**src/rtl/eq_gain_ctrl_pkg.sv**
```systemverilog
// Shared types and constants for the equalizer
// gain controller and the equalizer top.
package eq_ctrl_pkg;

  localparam int NUM_BAND     = 3;
  localparam int GAIN_W       = 3;
  localparam int DEFAULT_GAIN = 4;
  localparam int BAND_W       = $clog2(NUM_BAND);

  typedef logic [GAIN_W-1:0] gain_t;
  typedef logic [BAND_W-1:0] band_t;
  typedef gain_t [NUM_BAND-1:0] gain_vec_t;

  typedef enum logic [1:0] {
    IDLE,
    RAMP,
    STEP
  } state_e;

  function automatic gain_t step_toward(
    input gain_t cur,
    input gain_t tgt
  );
    gain_t nxt;
    nxt = cur;
    if (cur < tgt) nxt = cur + 1'b1;
    else if (cur > tgt) nxt = cur - 1'b1;
    return nxt;
  endfunction

endpackage

```
**src/rtl/eq_gain_ctrl_if.sv**
```systemverilog
// Request and gain bundle between the key logic,
// the gain controller and the equalizer.
interface eq_gain_ctrl_if;
  import eq_ctrl_pkg::*;

  logic      en_i;
  logic      sample_tick_i;
  logic      next_band_i;
  logic      inc_i;
  logic      dec_i;
  logic      reset_gains_i;
  band_t     band_sel_o;
  gain_vec_t target_o;
  gain_vec_t gain_o;
  logic      commit_o;
  logic      busy_o;

  modport master (
    output en_i,
    output sample_tick_i,
    output next_band_i,
    output inc_i,
    output dec_i,
    output reset_gains_i,
    input  band_sel_o,
    input  target_o,
    input  gain_o,
    input  commit_o,
    input  busy_o
  );

  modport slave (
    input  en_i,
    input  sample_tick_i,
    input  next_band_i,
    input  inc_i,
    input  dec_i,
    input  reset_gains_i,
    output band_sel_o,
    output target_o,
    output gain_o,
    output commit_o,
    output busy_o
  );

endinterface

```
**src/rtl/eq_ramp_timer.sv**
```systemverilog
// Sample-tick interval counter with clear, count
// enable and a terminal-count pulse.
module eq_ramp_timer #(
  parameter int COUNT = 16
) (
  input  logic clk_i,
  input  logic rst_ni,
  input  logic clr_i,
  input  logic en_i,
  output logic tc_o
);

  localparam int CW = (COUNT > 1) ? $clog2(COUNT) : 1;
  localparam logic [CW-1:0] LAST = CW'(COUNT - 1);

  logic [CW-1:0] cnt_q;
  logic [CW-1:0] cnt_d;

  always_comb begin
    cnt_d = cnt_q;
    tc_o  = 1'b0;
    if (clr_i) begin
      cnt_d = '0;
    end else if (en_i) begin
      if (cnt_q == LAST) begin
        cnt_d = '0;
        tc_o  = 1'b1;
      end else begin
        cnt_d = cnt_q + 1'b1;
      end
    end
  end

  always_ff @(posedge clk_i or negedge rst_ni) begin
    if (!rst_ni) cnt_q <= '0;
    else         cnt_q <= cnt_d;
  end

endmodule

```
**src/rtl/eq_gain_ctrl.sv**
```systemverilog
// Per-band target gains from user requests, with
// tick-paced one-LSB ramping of the applied gains.
module eq_gain_ctrl
  import eq_ctrl_pkg::*;
#(
  parameter int RAMP_SAMPLES = 16
) (
  input logic clk_i,
  input logic rst_ni,
  eq_gain_ctrl_if.slave bus
);

  localparam gain_t GMAX  = gain_t'((1 << GAIN_W) - 1);
  localparam gain_t GDEF  = gain_t'(DEFAULT_GAIN);
  localparam band_t BLAST = band_t'(NUM_BAND - 1);

  gain_vec_t tgt_q, tgt_d;
  gain_vec_t gain_q, gain_d;
  gain_vec_t gain_nx;
  band_t     band_q, band_d;
  state_e    state_q, state_d;
  logic      commit_q, commit_d;
  logic      busy_q, busy_d;
  logic      tick;
  logic      tmr_clr;
  logic      tc;
  logic      mis_now;
  logic      mis_nx;

  always_comb begin
    tgt_d  = tgt_q;
    band_d = band_q;
    if (bus.en_i) begin
      if (bus.reset_gains_i) begin
        tgt_d  = {NUM_BAND{GDEF}};
        band_d = '0;
      end else if (bus.next_band_i) begin
        band_d = (band_q == BLAST) ? '0
                                   : band_q + 1'b1;
      end else if (bus.inc_i && !bus.dec_i) begin
        if (tgt_q[band_q] != GMAX)
          tgt_d[band_q] = tgt_q[band_q] + 1'b1;
      end else if (bus.dec_i && !bus.inc_i) begin
        if (tgt_q[band_q] != '0)
          tgt_d[band_q] = tgt_q[band_q] - 1'b1;
      end
    end
  end

  always_comb begin
    gain_nx = gain_q;
    for (int b = 0; b < NUM_BAND; b++)
      gain_nx[b] = step_toward(gain_q[b], tgt_q[b]);
  end

  assign mis_now = (gain_q != tgt_q);
  assign mis_nx  = (gain_nx != tgt_q);
  assign tick    = bus.en_i & bus.sample_tick_i;

  eq_ramp_timer #(
    .COUNT (RAMP_SAMPLES)
  ) u_timer (
    .clk_i  (clk_i),
    .rst_ni (rst_ni),
    .clr_i  (tmr_clr),
    .en_i   (tick),
    .tc_o   (tc)
  );

  // Ramp always chases the live target; a
  // retarget never restarts the interval count.
  always_comb begin
    state_d  = state_q;
    gain_d   = gain_q;
    commit_d = 1'b0;
    tmr_clr  = 1'b0;
    if (bus.en_i) begin
      unique case (state_q)
        IDLE: begin
          tmr_clr = 1'b1;
          if (mis_now) state_d = RAMP;
        end
        RAMP: begin
          if (!mis_now) state_d = IDLE;
          else if (tc)  state_d = STEP;
        end
        STEP: begin
          gain_d   = gain_nx;
          commit_d = mis_now;
          state_d  = mis_nx ? RAMP : IDLE;
        end
        default: state_d = IDLE;
      endcase
    end
    busy_d = (state_d != IDLE);
  end

  always_ff @(posedge clk_i or negedge rst_ni) begin
    if (!rst_ni) begin
      state_q  <= IDLE;
      tgt_q    <= {NUM_BAND{GDEF}};
      gain_q   <= {NUM_BAND{GDEF}};
      band_q   <= '0;
      commit_q <= 1'b0;
      busy_q   <= 1'b0;
    end else begin
      state_q  <= state_d;
      tgt_q    <= tgt_d;
      gain_q   <= gain_d;
      band_q   <= band_d;
      commit_q <= commit_d;
      busy_q   <= busy_d;
    end
  end

  assign bus.band_sel_o = band_q;
  assign bus.target_o   = tgt_q;
  assign bus.gain_o     = gain_q;
  assign bus.commit_o   = commit_q;
  assign bus.busy_o     = busy_q;

endmodule

```
**src/flat_wrapper.sv**
```systemverilog
// flat-port wrapper written by rule: the top's interface ports become plain ports
module eq_gain_ctrl_flat import eq_ctrl_pkg::*;
#(
  parameter int RAMP_SAMPLES = 16
)
  (clk_i, rst_ni, bus_en_i, bus_sample_tick_i, bus_next_band_i, bus_inc_i, bus_dec_i, bus_reset_gains_i, bus_band_sel_o, bus_target_o, bus_gain_o, bus_commit_o, bus_busy_o);
  eq_gain_ctrl_if bus_i ();
  input logic clk_i;
  input logic rst_ni;
  input wire logic [$bits(bus_i.en_i)-1:0] bus_en_i;
  input wire logic [$bits(bus_i.sample_tick_i)-1:0] bus_sample_tick_i;
  input wire logic [$bits(bus_i.next_band_i)-1:0] bus_next_band_i;
  input wire logic [$bits(bus_i.inc_i)-1:0] bus_inc_i;
  input wire logic [$bits(bus_i.dec_i)-1:0] bus_dec_i;
  input wire logic [$bits(bus_i.reset_gains_i)-1:0] bus_reset_gains_i;
  output wire logic [$bits(bus_i.band_sel_o)-1:0] bus_band_sel_o;
  output wire logic [$bits(bus_i.target_o)-1:0] bus_target_o;
  output wire logic [$bits(bus_i.gain_o)-1:0] bus_gain_o;
  output wire logic [$bits(bus_i.commit_o)-1:0] bus_commit_o;
  output wire logic [$bits(bus_i.busy_o)-1:0] bus_busy_o;
  assign bus_i.en_i = bus_en_i;
  assign bus_i.sample_tick_i = bus_sample_tick_i;
  assign bus_i.next_band_i = bus_next_band_i;
  assign bus_i.inc_i = bus_inc_i;
  assign bus_i.dec_i = bus_dec_i;
  assign bus_i.reset_gains_i = bus_reset_gains_i;
  assign bus_band_sel_o = bus_i.band_sel_o;
  assign bus_target_o = bus_i.target_o;
  assign bus_gain_o = bus_i.gain_o;
  assign bus_commit_o = bus_i.commit_o;
  assign bus_busy_o = bus_i.busy_o;
  eq_gain_ctrl #(.RAMP_SAMPLES(RAMP_SAMPLES)) u_core (.clk_i(clk_i), .rst_ni(rst_ni), .bus(bus_i));
endmodule
```
**config.mk**
```make
export PLATFORM = sky130hd
export DESIGN_NAME = eq_gain_ctrl_flat
export DESIGN_NICKNAME = d
export VERILOG_FILES = /design/src/rtl/eq_gain_ctrl_pkg.sv /design/src/rtl/eq_gain_ctrl_if.sv /design/src/rtl/eq_ramp_timer.sv /design/src/rtl/eq_gain_ctrl.sv /design/src/flat_wrapper.sv
export SDC_FILE = /design/constraint.sdc
export NUM_CORES = 1
export LEC_CHECK = 0
export BUFFER_PORTS_ARGS = -buffer_cell sky130_fd_sc_hd__buf_2
export CAP_MARGIN = 20
export CORE_MARGIN = 2
export CORE_UTILIZATION = 40
export DETAILED_ROUTE_END_ITERATION = 10
export SETUP_SLACK_MARGIN = 0.5
export SYNTH_ARGS = -nofsm -noshare
export SYNTH_HDL_FRONTEND = slang
export SYNTH_SLANG_ARGS = --single-unit
```
**constraint.sdc**
```tcl
create_clock -name clk_i -period 2.3 [get_ports clk_i]
set_clock_uncertainty 0.15 [all_clocks]
set_input_delay 0.46 -clock clk_i [delete_from_list [all_inputs] [get_ports clk_i]]
set_output_delay 0.46 -clock clk_i [all_outputs]
set_load 0.01 [all_outputs]
```
Word level (Yosys, flattened, before mapping)
Index checks and enable logic that the tools add are counted.
{ "word_totals": {"out_inout_bits": 22, "elab_cells": 91, "input_bits": 8, "regBits": 28} }
{ "classes": {"order_cmp": 8, "eq_ne": 9, "n_bitwise": 1, "add_sub_neg": 10, "n_mux": 37, "reduce_logical": 15} }
{ "ops": {"columns": ["cell", "n"], "rows": [
  ["two-way mux 9 bit", 6],
  ["two-way mux 3 bit", 8],
  ["bitwise mux 9 bit", 2],
  ["!= test 9 bit", 2],
  ["two-way mux 2 bit", 7],
  ["adder 3 x 1 -> 3 bit, second input constant", 4],
  ["two-way mux 4 bit", 3],
  ["subtractor 3 x 1 -> 3 bit, second input constant", 4],
  ["> comparator 3 bit", 3],
  ["< comparator 3 bit", 3],
  ["nonzero test 3 bit", 3],
  ["two-way mux 1 bit", 8],
  ["binary-select mux 3 bit (select 2 bit)", 1],
  ["demux 3 bit (select 2 bit)", 1],
  ["!= test 3 bit, second input constant", 2],
  ["one-hot mux 2 bit (3 select lines)", 1],
  ["nonzero test 2 bit", 3],
  ["AND reduction 5 bit", 1],
  ["adder 4 x 1 -> 4 bit, second input constant", 1],
  ["== test 2 bit, second input constant", 2],
  ["== test 4 bit, second input constant", 1],
  ["AND reduction 2 bit", 2],
  ["logical AND 1 bit", 3],
  ["< comparator 2 x 3 -> 1 bit, second input constant", 1],
  ["other kinds (7)", 8]
]} }

Depth between registers and ports, before layout
Gate-level depths: netlist of the first run.
{ "logic_depth": {"depth_word": 10, "ltp_mapped": 13, "mapped_depth_nobuf": 11} }

Cells and area by module
A second synthesis of the first run with hierarchy kept.
{ "unflattened": {"cells_unflattened": 241, "area_unflattened_um2": 2209.6} }
{ "by_module_without_submodules": {"columns": ["module", "cells_per_inst", "area_each_um2", "seq_area_each_um2", "n_inst"], "rows": [
  ["eq_gain_ctrl", 220, 2006.9, 608.1, 1],
  ["eq_ramp_timer", 21, 202.7, 100.1, 1]
]} }

Worst setup path before layout of the first run
No wires, ideal clock.
{ "synth_path": {"kind": "register to register", "start": "reg u_core.band_q[1], in the netlist u_core.bus.band_sel_o[1]", "end": "reg u_core.tgt_q, in the netlist u_core.bus.target_o[7]", "synth_period_minus_slack_ns": 2.657, "arrival_time_ns": 2.440, "required_time_ns": 2.083, "setup_slack_ns": -0.357, "stages_incl_launch_ff": 14, "path_cell_list": "dfrtp_1 > clkbuf_1 > mux2i_1 > nor2_1 > a21oi_1 > inv_1 > ha_1 > ha_1 > nor2_1 > a31oi_1 > o21bai_2 > and2_1 > buf_2 > a32o_1"} }
{ "synth_via": {"elab_chain_len": 10} }
{ "synth_rtl": {"columns": ["item", "line", "text"], "rows": [
  ["start, declared", "eq_gain_ctrl.sv:20", "band_t band_q, band_d;"],
  ["start signal, assigned", "eq_gain_ctrl.sv:110", "band_q <= band_d;"],
  ["< comparator 2 x 3 -> 1 bit (not written as such) / greater-or-equal comparator 2 x 1 -> 1 bit (equally long branches)", "eq_gain_ctrl.sv:42, eq_gain_ctrl.sv:45", null],
  ["logical AND 1 bit (not written as such)", "eq_gain_ctrl.sv:42, eq_gain_ctrl.sv:45", null],
  ["two-way mux 3 bit (not written as such)", "eq_gain_ctrl.sv:42, eq_gain_ctrl.sv:45", null],
  ["demux 3 bit (select 2 bit)", null, null],
  ["bitwise mux 9 bit", "eq_gain_ctrl.sv:45", "tgt_d[band_q] = tgt_q[band_q] - 1'b1;"],
  ["two-way mux 9 bit", "eq_gain_ctrl.sv:44", "if (tgt_q[band_q] != '0)"],
  ["two-way mux 9 bit", "eq_gain_ctrl.sv:43", "end else if (bus.dec_i && !bus.inc_i) begin"],
  ["two-way mux 9 bit", "eq_gain_ctrl.sv:40", "end else if (bus.inc_i && !bus.dec_i) begin"],
  ["two-way mux 9 bit", "eq_gain_ctrl.sv:37", "end else if (bus.next_band_i) begin"],
  ["two-way mux 9 bit", "eq_gain_ctrl.sv:34", "if (bus.reset_gains_i) begin"],
  ["end signal, assigned", "eq_gain_ctrl.sv:101", "tgt_q <= {NUM_BAND{GDEF}};"],
  ["end signal, assigned", "eq_gain_ctrl.sv:108", "tgt_q <= tgt_d;"],
  ["end, declared", "eq_gain_ctrl.sv:17", "gain_vec_t tgt_q, tgt_d;"]
]} }
Several ways; a longest one is shown, not always the timed one. The select of a mux whose other input is x is not followed.
A chain may end at the register's enable or synchronous reset.

Worst setup path after layout of the first run
{ "layout_path": {"start": "reg u_core.tgt_q, in the netlist u_core.bus.target_o[5]", "end": "reg u_core.busy_q, in the netlist u_core.bus.busy_o"} }
{ "layout_via": {"elab_chain_len": 8} }
{ "layout_rtl": {"columns": ["item", "line", "text"], "rows": [
  ["> comparator 3 bit", "eq_gain_ctrl_pkg.sv:27", "else if (cur > tgt) nxt = cur - 1'b1;"],
  ["two-way mux 3 bit", "eq_gain_ctrl_pkg.sv:27", null],
  ["two-way mux 3 bit", "eq_gain_ctrl_pkg.sv:26", "if (cur < tgt) nxt = cur + 1'b1;"],
  ["!= test 9 bit", "eq_gain_ctrl.sv:57", "assign mis_nx = (gain_nx != tgt_q);"],
  ["two-way mux 1 bit", "eq_gain_ctrl.sv:90", "state_d = mis_nx ? RAMP : IDLE;"],
  ["one-hot mux 2 bit (3 select lines) *", "eq_gain_ctrl.sv:78", "unique case (state_q)"],
  ["two-way mux 2 bit *", "eq_gain_ctrl.sv:77", "if (bus.en_i) begin"],
  ["nonzero test 2 bit *", "eq_gain_ctrl.sv:95", "busy_d = (state_d != IDLE);"],
  ["via u_core.busy_d", "eq_gain_ctrl.sv:23", "logic busy_q, busy_d;"],
  ["end signal, assigned", "eq_gain_ctrl.sv:112", "busy_q <= busy_d;"],
  ["end, declared", "eq_gain_ctrl.sv:23", null]
]} }
The timed path passes the listed nets; every way through them passes the cells marked *.

==> results of run 1 <==
==> cell type report <==
type	instances	area, um^2
multi-input combinational	207	1870
tap	72	90.1
clock buffer	3	41.3
clock inverter	1	30.0
sequential	28	711
timing repair buffer	103	763
fill	439	1920
inverter	22	82.6
==> power by group through the flow <==
stage	sequential, mW	clock, mW	combinational [mW]
3_3_place_gp	0.692	0	1.29
6_report	0.690	0.407	1.70
5_1_grt	0.702	0.434	1.85
2_1_floorplan	0.729	0	0.734
4_1_cts	0.687	0.416	1.56
3_5_place_dp	0.692	0	1.30
==> metrics by stage <==
stage | power [mW] | setup TNS, ns | instances | hold WS [ns] | utilization
detailed placement | 2.00 | -0.310 | 414 | 0.327 | 0.545
global placement | 1.98 | -0.272 | 414 | 0.328 | 0.545
CTS | 2.66 | -0.217 | 432 | 0.0597 | 0.616
floorplan | 1.46 | -0.918 | 264 | 0.0144 | -
finish | 2.80 | -0.282 | 436 | 0.0431 | 0.651
global route | 2.98 | -0.895 | 436 | 0.0772 | 0.651
==> worst register-to-register path, cell delays in order, from the launching register on <==
cell      delay (ns)
dfstp_2         0.56
inv_2           0.04
ha_4            0.29
buf_6           0.11
nand3b_1        0.13
a211o_1         0.37
nand3_1         0.11
nand4b_1        0.17
nor4b_4         0.34
o21bai_1        0.09
==> worst min-delay path by stage <==
stage | start | to | slack [ns]
after floorplan | rst_ni | u_core.bus.band_sel_o[0] | 0.01
after global placement | u_core.u_timer.cnt_q[3] | u_core.u_timer.cnt_q[3] | 0.33
after detailed placement | u_core.u_timer.cnt_q[3] | u_core.u_timer.cnt_q[3] | 0.33
after CTS | rst_ni | u_core.u_timer.cnt_q[0] | 0.06
after global routing | rst_ni | u_core.u_timer.cnt_q[0] | 0.08
final | rst_ni | u_core.u_timer.cnt_q[0] | 0.04
==> metal layers <==
layer	part of all wire	track usage
met2	0.51	0.370
met4	0.016	0.0810
met1	0.44	0.294
met3	0.035	0.0192
met5	0	0
==> cell families (layout without fill, tap and decap cells) <==
| logic type | after synthesis | count (layout) | synth area share |
|---|---|---|---|
| flip-flops | 28 | 28 | 0.310 |
| XOR/XNOR | 19 | 19 | 0.0728 |
| buffers and inverters | 29 | 129 | 0.0492 |
| AO/OA/AOI/OAI | 68 | 68 | 0.201 |
| multiplexers | 7 | 7 | 0.0312 |
| adder cells (fa/ha/maj) | 20 | 20 | 0.109 |
| AND/OR/NAND/NOR | 93 | 93 | 0.227 |
==> cells in the final DEF (no fill, tap or decap), types with 6 or more instances in the layout <==
| cell | synthesis | routed |
|---|---|---|
| a21oi_1 | 14 | 6 |
| a21oi_4 | 0 | 6 |
| a31oi_1 | 9 | 6 |
| buf_2 | 3 | 28 |
| buf_4 | 0 | 59 |
| buf_6 | 0 | 16 |
| dfrtp_1 | 22 | 20 |
| dfstp_2 | 6 | 6 |
| ha_1 | 20 | 12 |
| ha_4 | 0 | 7 |
| inv_1 | 22 | 19 |
| mux2i_1 | 6 | 6 |
| nand2_1 | 14 | 11 |
| nand3_1 | 11 | 9 |
| nor2_1 | 25 | 21 |
| o21ai_0 | 12 | 9 |
| xnor2_1 | 10 | 9 |
| xor2_1 | 9 | 9 |
==> state kept, by name (all words and copies together), names as in the netlist <==
name	flops
u_core.bus.band_sel_o	2
u_core.bus.busy_o	1
u_core.bus.commit_o	1
u_core.bus.gain_o	9
u_core.bus.target_o	9
u_core.state_q	2
u_core.u_timer.cnt_q	4
==> what timing repair did <==
action / CTS / global route
pin swaps: 26 / 20
setup buffers: 14 / 4
endpoints found under the setup margin: 18 / 21
gates resized for setup: 36 / 34
==> implementation parameters, run 1 <==
Parameter                              Value

Timing
  Worst slew slack as a fraction of its limit ... 0.560
  Fraction of the cycle the final worst path needs ... 1.07
  Slew @ Worst Pin ... 0.660 ns
  Unrepaired setup endpoints after global routing ... true
  Maximum frequency from static timing analysis ... 408 MHz
  Worst Slack Setup Final ... -0.152 ns
  Count of pins over their slew limit ... 0
  Hold violation total from the final report ... 0
  Number of setup violations in the final report ... 2
  Min cycle time layout ... 2.45 ns

CTS
  Maximum level of the CTS H-tree ... 1
  Bufs on Longest Clock Path ... 2
  TritonCTS clock tree ... yes
  Number of hold-repair buffers added at the cts stage ... 0
  Clock slew at the register clock pins of the worst setup and hold paths ... 0.11 ns
  Clock latency on the worst-skew pair ... 0.28 ns
  TritonCTS buffer count ... 3
  Root buf cell ... clkbuf_8
  Clock sinks ... 28

Synthesis
  Cell with the most instances after synthesis ... nor2_1
  Top post-synthesis cells by area ... dfrtp_1, ha_1, dfstp_2
  Count of flip-flops with a built-in enable after synthesis ... 0
  Proportion of register bits with asynchronous set or reset after synthesis ... 1.00
  Number of warnings reported in the yosys synthesis log ... 0
  Seq cells post-synth ... 28
  Mean instance size in the synthesized netlist ... 8.66 um^2
  Combined area of all synthesized cells ... 2290 um^2
  Number of library cell types mapped by synthesis ... 56
  Post-synthesis sequential area ratio ... 0.310
  Post-Synthesis Cells ... 264
  Most frequent cells after synthesis ... nor2_1, dfrtp_1, inv_1, ha_1
  Top cell type by total area after synthesis ... dfrtp_1
  Most used flip-flop cell after synthesis ... dfrtp_1
  Fraction of synthesized cell area taken by the top area cell type ... 0.241
  Number of nets in the synthesized netlist ... 292

Worst setup path
  Launching element type of the critical path ... flop
  Crit path capture type ... flop
  Worst-case reg-to-reg path depth ... 9
  CP required ... 2.33 ns
  Logic depth of the worst setup path including buffers ... 9
  Worst setup path endpoint ... u_core.bus.busy_o
  Critical-path cell list ... inv_2 > ha_4 > buf_6 > nand3b_1 > a211o_1 > nand3_1 > nand4b_1 > nor4b_4 > o21bai_1
  Cell with the largest stage delay on the worst path ... dfstp_2
  Biggest cell delay along the critical path ... 0.56 ns
  Category of cells accounting for the largest share of critical-path delay ... simple AND/OR/NAND/NOR gates
  Reg-to-reg startpoint ... u_core.bus.target_o[5]
  Buffer and inverter count on the worst path ... 2
  Terminus of the critical flop-to-flop path ... u_core.bus.busy_o
  Reg2Reg Setup Slack ... -0.15 ns
  WS Path Type ... reg -> reg
  Data arrival time of the worst path ... 2.48 ns
  Crit path launch ... u_core.bus.target_o[5]
  Largest fanout on the critical path ... 3

Place
  Gp weighted congestion ... 0.839
  Pre-CTS setup slack ... -0.124 ns
  Post-DP HPWL ... 4690 um
  Number of buffer cells added on primary ports ... 29
  Cell area reported after detailed placement ... 3000 um^2

Job
  Reported max-cap violation count ... 0

Power and ir drop
  Sequential fraction of design power ... 0.246
  Switching component of the power ... 1.10 mW
  Worst supply voltage drop on vdd ... 0.553 mV
  P per Cell Area ... 781 nW/um^2
  Clock network fraction of design power ... 0.145
  Static Leak ... 1.66 nW
  Design internal power ... 1.70 mW
  Gate power share ... 0.608
  Share of total power consumed by net switching ... 0.394

Global route
  Remaining Overflow, GRT ... 0
  Global-route wire length before repair ... 10,900 um
  Number of global-route vias before repair ... 2,267
  Maximum number of pins on one net before global-route repair ... 29
  Total GRT Usage ... 0.220
  Initial antenna violation count ... 0

Final layout
  Signed area change from the synthesized netlist to the final layout ... 56.8%
  Number of nets in the layout ... 393
  Proportion of layout cells with a drive suffix above 1 ... 0.486
  Non-Filler Cell Area, Final ... 3590 um^2
  Diodes inserted ... 0

Die
  Die footprint ... 6340 um^2
  Area of the core region ... 5510 um^2
  Cell row count ... 27
  Top-Level Pins ... 30
  DIE HEIGHT ... 79.6 um
  X dimension of the die ... 79.6 um
  Initial Utilization ... 0.415

Run status
  Run status ... finished with violations
  Violated checks ... negative setup slack

Drt
  Antenna viol nets, final ... 0
  Routed vias/inst ... 5.43
  Count of vias placed by the detailed router ... 2,366
  Number of design-rule violations left by the first detailed-router iteration ... 113
  Total detailed-routing wirelength ... 7040 um
  Average wire length per cell after detail routing ... 16.1 um
  Drc violations ... 0
  Number of iterations in the first detailed-routing pass ... 4

Hold path
  Path type of the worst min-delay path ... in -> async
Power figures use the tool's default switching activity.
==> inputs of run 2 (changes only) <==
--- a/config.mk
+++ b/config.mk
@@ -10,6 +10,7 @@
 export CORE_MARGIN = 2
 export CORE_UTILIZATION = 40
 export DETAILED_ROUTE_END_ITERATION = 10
+export MAX_ROUTING_LAYER = met4
 export SETUP_SLACK_MARGIN = 0.5
 export SYNTH_ARGS = -nofsm -noshare
 export SYNTH_HDL_FRONTEND = slang
==> implementation parameters, run 2 (synthesis results as in run 1) <==
Parameter                              Value

Timing
  Count of pins over their slew limit ... 0 (unchanged)
  Min cycle time layout ... 2.46 ns (+0.0122 ns)
  Worst Slack Setup Final ... -0.164 ns (-0.0122 ns)
  Maximum frequency from static timing analysis ... 406 MHz (-0.49%)
  Number of setup violations in the final report ... 2 (unchanged)
  Fraction of the cycle the final worst path needs ... 1.07 (+0.00530)
  Worst slew slack as a fraction of its limit ... 0.564 (+0.00403)
  Slew @ Worst Pin ... 0.654 ns (-0.00604 ns)
  Hold violation total from the final report ... 0 (unchanged)
  Unrepaired setup endpoints after global routing ... true
  Setup Total Neg Slack ... -0.305 ns (-0.0231 ns)

Final layout
  Final core area utilization ... 0.651 (unchanged)
  Proportion of layout cells with a drive suffix above 1 ... 0.486 (unchanged)
  Diodes inserted ... 0 (unchanged)
  Area taken by multi-input logic gates ... 1870 um^2 (unchanged)
  Leading cell type in the layout, fill and taps excluded ... buf_4
  Storage element area ... 711 um^2 (unchanged)
  Fillcell total ... 439 (unchanged)
  Commonest non-fill, non-tap cells in the layout ... buf_4, buf_2, nor2_1
  Number of standard cells in the layout, taps in and fillers out ... 436 (unchanged)
  Number of nets in the layout ... 393 (unchanged)
  Signed area change from the synthesized netlist to the final layout ... 56.8% (unchanged)

Power and ir drop
  Static Leak ... 1.66 nW (unchanged)
  Worst supply voltage drop on vdd ... 0.554 mV (+0.10%)
  Switching component of the power ... 1.10 mW (-0.33%)
  Clock network fraction of design power ... 0.145 (about the same)
  Design internal power ... 1.70 mW (about the same)
  Sequential fraction of design power ... 0.246 (about the same)
  P per Cell Area ... 780 nW/um^2 (-0.14%)
  Gate power share ... 0.609 (about the same)
  Share of total power consumed by net switching ... 0.393 (-0.000731)

Global route
  Remaining Overflow, GRT ... 0 (unchanged)
  Global-route wire length before repair ... 10,900 um (-0.19%)
  Number of global-route vias before repair ... 2,276 (+0.40%)
  Total GRT Usage ... 0.225 (+0.00522)
  Maximum number of pins on one net before global-route repair ... 29 (unchanged)
  Initial antenna violation count ... 0 (unchanged)

Worst setup path
  WS Path Type ... reg -> reg
  Biggest cell delay along the critical path ... 0.56 ns (about the same)
  CP required ... 2.33 ns (about the same)
  Data arrival time of the worst path ... 2.49 ns (about the same)
  Reg2Reg Setup Slack ... -0.16 ns (about the same)
  Category of cells accounting for the largest share of critical-path delay ... simple AND/OR/NAND/NOR gates
  Buffer and inverter count on the worst path ... 2 (unchanged)
  Cell with the largest stage delay on the worst path ... dfstp_2
  Critical-path cell list ... inv_2 > ha_4 > buf_6 > nand3b_1 > a211o_1 > nand3_1 > nand4b_1 > nor4b_4 > o21bai_1
  Crit path capture type ... flop
  Largest fanout on the critical path ... 3 (unchanged)
  Launching element type of the critical path ... flop

Drt
  Routed vias/inst ... 5.41 (-0.38%)
  Number of iterations in the first detailed-routing pass ... 4 (unchanged)
  Antenna viol nets, final ... 0 (unchanged)
  Drc violations ... 0 (unchanged)
  Total detailed-routing wirelength ... 6950 um (-1.3%)
  Average wire length per cell after detail routing ... 15.9 um (-1.3%)
  Count of vias placed by the detailed router ... 2,357 (-0.38%)
  Number of design-rule violations left by the first detailed-router iteration ... 141 (+25%)

CTS
  Number of hold-repair buffers added at the cts stage ... 0 (unchanged)
  Root buf cell ... clkbuf_8
  Clock latency on the worst-skew pair ... 0.28 ns (about the same)
  TritonCTS buffer count ... 3 (unchanged)
  Maximum level of the CTS H-tree ... 1 (unchanged)
  Bufs on Longest Clock Path ... 2 (unchanged)
  TritonCTS clock tree ... yes
  Clock sinks ... 28 (unchanged)
  Clock slew at the register clock pins of the worst setup and hold paths ... 0.11 ns (about the same)

Die
  Cell row count ... 27 (unchanged)
  DIE HEIGHT ... 79.6 um (unchanged)
  X dimension of the die ... 79.6 um (unchanged)
  Top-Level Pins ... 30 (unchanged)
  Area of the core region ... 5510 um^2 (unchanged)
  Initial Utilization ... 0.415 (unchanged)
  Die footprint ... 6340 um^2 (unchanged)

Run status
  Violated checks ... negative setup slack
  Run status ... finished with violations

Place
  DP Cell Count ... 414 (unchanged)
  Gp weighted congestion ... 0.852 (+1.5%)
  Number of buffer cells added on primary ports ... 29 (unchanged)
  Post-DP HPWL ... 4690 um (unchanged)

Hold path
  Path type of the worst min-delay path ... in -> async

Job
  Reported max-cap violation count ... 0 (unchanged)
-- run 2: cell counts in the layout (fill, tap and decap cells not counted) --
No cell type changed its count.
-- run 2: cell type report --
class                           count  share of cell area
Multi-Input combinational cell    207               0.521
Timing Repair Buffer              103               0.213
Sequential cell                    28               0.198
Tap cell                           72              0.0251
Inverter                           22              0.0230
Clock buffer                        3              0.0115
Clock inverter                      1             0.00837
-- run 2: power groups by stage --
stage	Sequential [mW]	Clock [mW]	Combinational (mW)
final	0.689	0.406	1.70
after floorplan	0.729	0	0.734
after detailed placement	0.692	0	1.30
after global routing	0.702	0.431	1.85
after global placement	0.692	0	1.29
after CTS	0.687	0.416	1.56
-- run 2: layer usage --
metal | track usage | vias to the layer above | part of all wire
met5 | - | - | 0
met4 | 0.0810 | 0 | 0.016
met3 | 0.0192 | 8 | 0.041
met2 | 0.370 | 66 | 0.50
met1 | 0.292 | 1122 | 0.44
li1 | - | 1161 | -
-- run 2: path summary, 6_finish.rpt --
check | from | end | cells after the start
max in group asynchronous | rst_ni | u_core.bus.target_o[6] | 1
worst min register to register | u_core.u_timer.cnt_q[3] | u_core.u_timer.cnt_q[3] | 1
worst min-delay path | rst_ni | u_core.u_timer.cnt_q[0] | 1
worst max-delay path | u_core.bus.target_o[5] | u_core.bus.busy_o | 9
worst max register to register | u_core.bus.target_o[5] | u_core.bus.busy_o | 9
min in group clk_i | u_core.u_timer.cnt_q[3] | u_core.u_timer.cnt_q[3] | 1
-- run 2: worst register-to-register path: stages (launching register included) --
cell	delay [ns]
dfstp_2	0.56
inv_2	0.04
ha_4	0.29
buf_6	0.11
nand3b_1	0.12
a211o_1	0.37
nand3_1	0.11
nand4b_1	0.19
nor4b_4	0.34
o21bai_1	0.09
-- run 2: repair_timing --
action | 4_1_cts | 5_1_grt
endpoints found under the hold margin | 0 | 0
pin swaps | 26 | 20
resized for setup | 36 | 34
setup buffers | 14 | 4
setup endpoints to repair | 18 | 21
-- run 2: stage by stage --
step | hold WS (ns) | cell area, um^2 | total power, mW | setup WS, ns
floorplan | 0.0144 | 2390 | 1.46 | -0.102
global placement | 0.328 | 3000 | 1.98 | -0.121
detailed placement | 0.327 | 3000 | 2.00 | -0.124
CTS | 0.0597 | 3390 | 2.66 | -0.107
global route | 0.0772 | 3590 | 2.98 | -0.227
finish | 0.0391 | 3590 | 2.80 | -0.164
==> inputs of run 3 (changes only) <==
--- a/config.mk
+++ b/config.mk
@@ -8,8 +8,9 @@
 export BUFFER_PORTS_ARGS = -buffer_cell sky130_fd_sc_hd__buf_2
 export CAP_MARGIN = 20
 export CORE_MARGIN = 2
-export CORE_UTILIZATION = 40
+export CORE_UTILIZATION = 37
 export DETAILED_ROUTE_END_ITERATION = 10
+export HOLD_SLACK_MARGIN = 0.06
 export MAX_ROUTING_LAYER = met4
 export SETUP_SLACK_MARGIN = 0.5
 export SYNTH_ARGS = -nofsm -noshare
==> implementation parameters, run 3 (synthesis results as in run 1) <==
Parameter                              Value

Run status
  Run status ... finished with violations
  Violated checks ... negative setup slack

Timing
  Number of setup violations in the final report ... 6 (+4)
  Min cycle time layout ... 2.42 ns (-0.0472 ns)
  Unrepaired setup endpoints after global routing ... true
  Setup Total Neg Slack ... -0.372 ns (-0.0673 ns)
  Slew @ Worst Pin ... 0.680 ns (+0.0259 ns)
  Worst Slack Setup Final ... -0.117 ns (+0.0472 ns)
  Hold violation total from the final report ... 0 (unchanged)
  Worst slew slack as a fraction of its limit ... 0.547 (-0.0173)
  Fraction of the cycle the final worst path needs ... 1.05 (-0.0205)
  Count of pins over their slew limit ... 0 (unchanged)
  Maximum frequency from static timing analysis ... 414 MHz (+2.0%)

Worst setup path
  Cell with the largest stage delay on the worst path ... dfstp_2
  Critical-path cell list ... inv_2 > ha_4 > nand3_4 > a21oi_4 > xnor2_2 > or4_4 > nor4b_4 > o21bai_1
  Buffer and inverter count on the worst path ... 1 (-1)
  Crit path capture type ... flop
  Launching element type of the critical path ... flop
  Biggest cell delay along the critical path ... 0.55 ns (about the same)
  CP required ... 2.32 ns (about the same)
  Largest fanout on the critical path ... 7 (+4)
  Worst-case reg-to-reg path depth ... 8 (-1)
  Terminus of the critical flop-to-flop path ... u_core.bus.busy_o
  WS Path Type ... reg -> reg
  Reg-to-reg startpoint ... u_core.bus.target_o[8]
  Reg2Reg Setup Slack ... -0.12 ns (+0.05 ns)
  Data arrival time of the worst path ... 2.44 ns (-0.05 ns)
  Category of cells accounting for the largest share of critical-path delay ... simple AND/OR/NAND/NOR gates

Power and ir drop
  Worst supply voltage drop on vdd ... 0.356 mV (-36%)
  Design internal power ... 1.48 mW (-13%)
  Clock network fraction of design power ... 0.129 (-0.016)
  Share of total power consumed by net switching ... 0.395 (+0.00260)
  Gate power share ... 0.592 (-0.017)
  Sequential fraction of design power ... 0.278 (+0.032)
  Static Leak ... 1.57 nW (-5.4%)
  P per Cell Area ... 742 nW/um^2 (-4.8%)
  Switching component of the power ... 0.971 mW (-12%)

Drt
  Average wire length per cell after detail routing ... 15.2 um (-4.8%)
  Drc violations ... 0 (unchanged)
  Antenna viol nets, final ... 0 (unchanged)
  Number of design-rule violations left by the first detailed-router iteration ... 64 (-55%)
  Number of iterations in the first detailed-routing pass ... 4 (unchanged)
  Routed vias/inst ... 5.33 (-1.4%)
  Total detailed-routing wirelength ... 6520 um (-6.1%)
  Count of vias placed by the detailed router ... 2,291 (-2.8%)

Global route
  Global-route wire length before repair ... 10,700 um (-2.1%)
  Maximum number of pins on one net before global-route repair ... 29 (unchanged)
  Remaining Overflow, GRT ... 0 (unchanged)
  Initial antenna violation count ... 0 (unchanged)
  Total GRT Usage ... 0.215 (-0.0109)
  Number of global-route vias before repair ... 2,173 (-4.5%)

Die
  Area of the core region ... 5960 um^2 (+8.2%)
  DIE HEIGHT ... 82.6 um (+3.8%)
  Top-Level Pins ... 30 (unchanged)
  Die footprint ... 6830 um^2 (+7.7%)
  Initial Utilization ... 0.384 (-0.0313)
  Cell row count ... 28 (+3.7%)
  X dimension of the die ... 82.6 um (+3.8%)

Job
  Reported max-cap violation count ... 0 (unchanged)

CTS
  Clock slew at the register clock pins of the worst setup and hold paths ... 0.10 ns (about the same)
  Maximum level of the CTS H-tree ... 1 (unchanged)
  TritonCTS clock tree ... yes
  Root buf cell ... clkbuf_8
  Bufs on Longest Clock Path ... 2 (unchanged)
  TritonCTS buffer count ... 3 (unchanged)
  Clock latency on the worst-skew pair ... 0.28 ns (about the same)
  Number of hold-repair buffers added at the cts stage ... 0 (unchanged)
  Clock sinks ... 28 (unchanged)

Final layout
  Commonest non-fill, non-tap cells in the layout ... buf_4, buf_2, nor2_1
  Leading cell type in the layout, fill and taps excluded ... buf_4
  Diodes inserted ... 0 (unchanged)
  Signed area change from the synthesized netlist to the final layout ... 44.7%
  Number of nets in the layout ... 384 (-2.3%)
  Area taken by multi-input logic gates ... 1700 um^2 (-9.2%)
  Proportion of layout cells with a drive suffix above 1 ... 0.431 (-0.0553)
  Storage element area ... 711 um^2 (unchanged)
  Number of standard cells in the layout, taps in and fillers out ... 430 (-1.4%)
  Fillcell total ... 548 (+25%)

Place
  Post-DP HPWL ... 5010 um (+6.8%)
  Number of buffer cells added on primary ports ... 29 (unchanged)
  DP Cell Count ... 416 (+0.48%)
  Gp weighted congestion ... 0.857 (+0.54%)

Hold path
  Path type of the worst min-delay path ... in -> async
run 3: cell types whose count changed in the layout (fill, tap and decap cells not counted), sizes merged:
cell,before,now
bufinv,1,0
buf,103,94
clkbuf,3,4
run 3: how the worst max path moves through the flow:
stage,from,cells after the start,to
2_1_floorplan,u_core.bus.band_sel_o[1],13,u_core.bus.target_o[7]
3_3_place_gp,u_core.bus.target_o[8],8,u_core.bus.busy_o
3_5_place_dp,u_core.bus.target_o[8],8,u_core.bus.busy_o
4_1_cts,u_core.bus.target_o[8],8,u_core.bus.busy_o
5_1_grt,u_core.bus.target_o[8],8,u_core.bus.busy_o
6_report,u_core.bus.target_o[8],8,u_core.bus.busy_o
run 3: final cells by class:
cell class	count	share of cell area
inverter	22	0.0250
timing repair buffer	94	0.203
multi-input combinational	207	0.512
sequential	28	0.215
clock buffer	4	0.0166
tap	75	0.0284
run 3: per-stage QoR:
stage / hold WS, ns / utilization / power (mW) / cell area, um^2 / setup WS (ns)
3_5_place_dp: 0.334 / 0.505 / 1.99 / 3010 / -0.107
6_report: 0.0551 / 0.556 / 2.46 / 3310 / -0.117
4_1_cts: 0.0609 / 0.534 / 2.37 / 3180 / -0.105
3_3_place_gp: 0.326 / 0.505 / 1.97 / 3010 / -0.0860
5_1_grt: 0.0898 / 0.556 / 2.66 / 3310 / -0.256
2_1_floorplan: 0.0144 / - / 1.46 / 2390 / -0.102
run 3: metal layers:
metal	global-route usage	routed length, um	vias up
met5	-	0	-
met4	0.0738	131	0
met3	0.0228	157	11
met2	0.361	3260	36
met1	0.269	2970	1099
li1	-	-	1145
run 3: repair_timing:
item / CTS / global route
pin swaps: 11 / 15
gates resized for setup: 16 / 20
setup buffers: 5 / 5
endpoints found under the setup margin: 17 / 18
run 3: power groups by stage:
stage,Combinational (mW),Sequential [mW],Clock [mW]
global placement,1.29,0.683,0
CTS,1.36,0.678,0.329
floorplan,0.734,0.729,0
detailed placement,1.30,0.686,0
finish,1.46,0.683,0.318
global route,1.62,0.696,0.344
run 3: worst reg2reg max path, stage by stage, from the launching register on:
cell	delay, ns
dfstp_2	0.55
inv_2	0.05
ha_4	0.31
nand3_4	0.10
a21oi_4	0.16
xnor2_2	0.08
or4_4	0.50
nor4b_4	0.30
o21bai_1	0.10
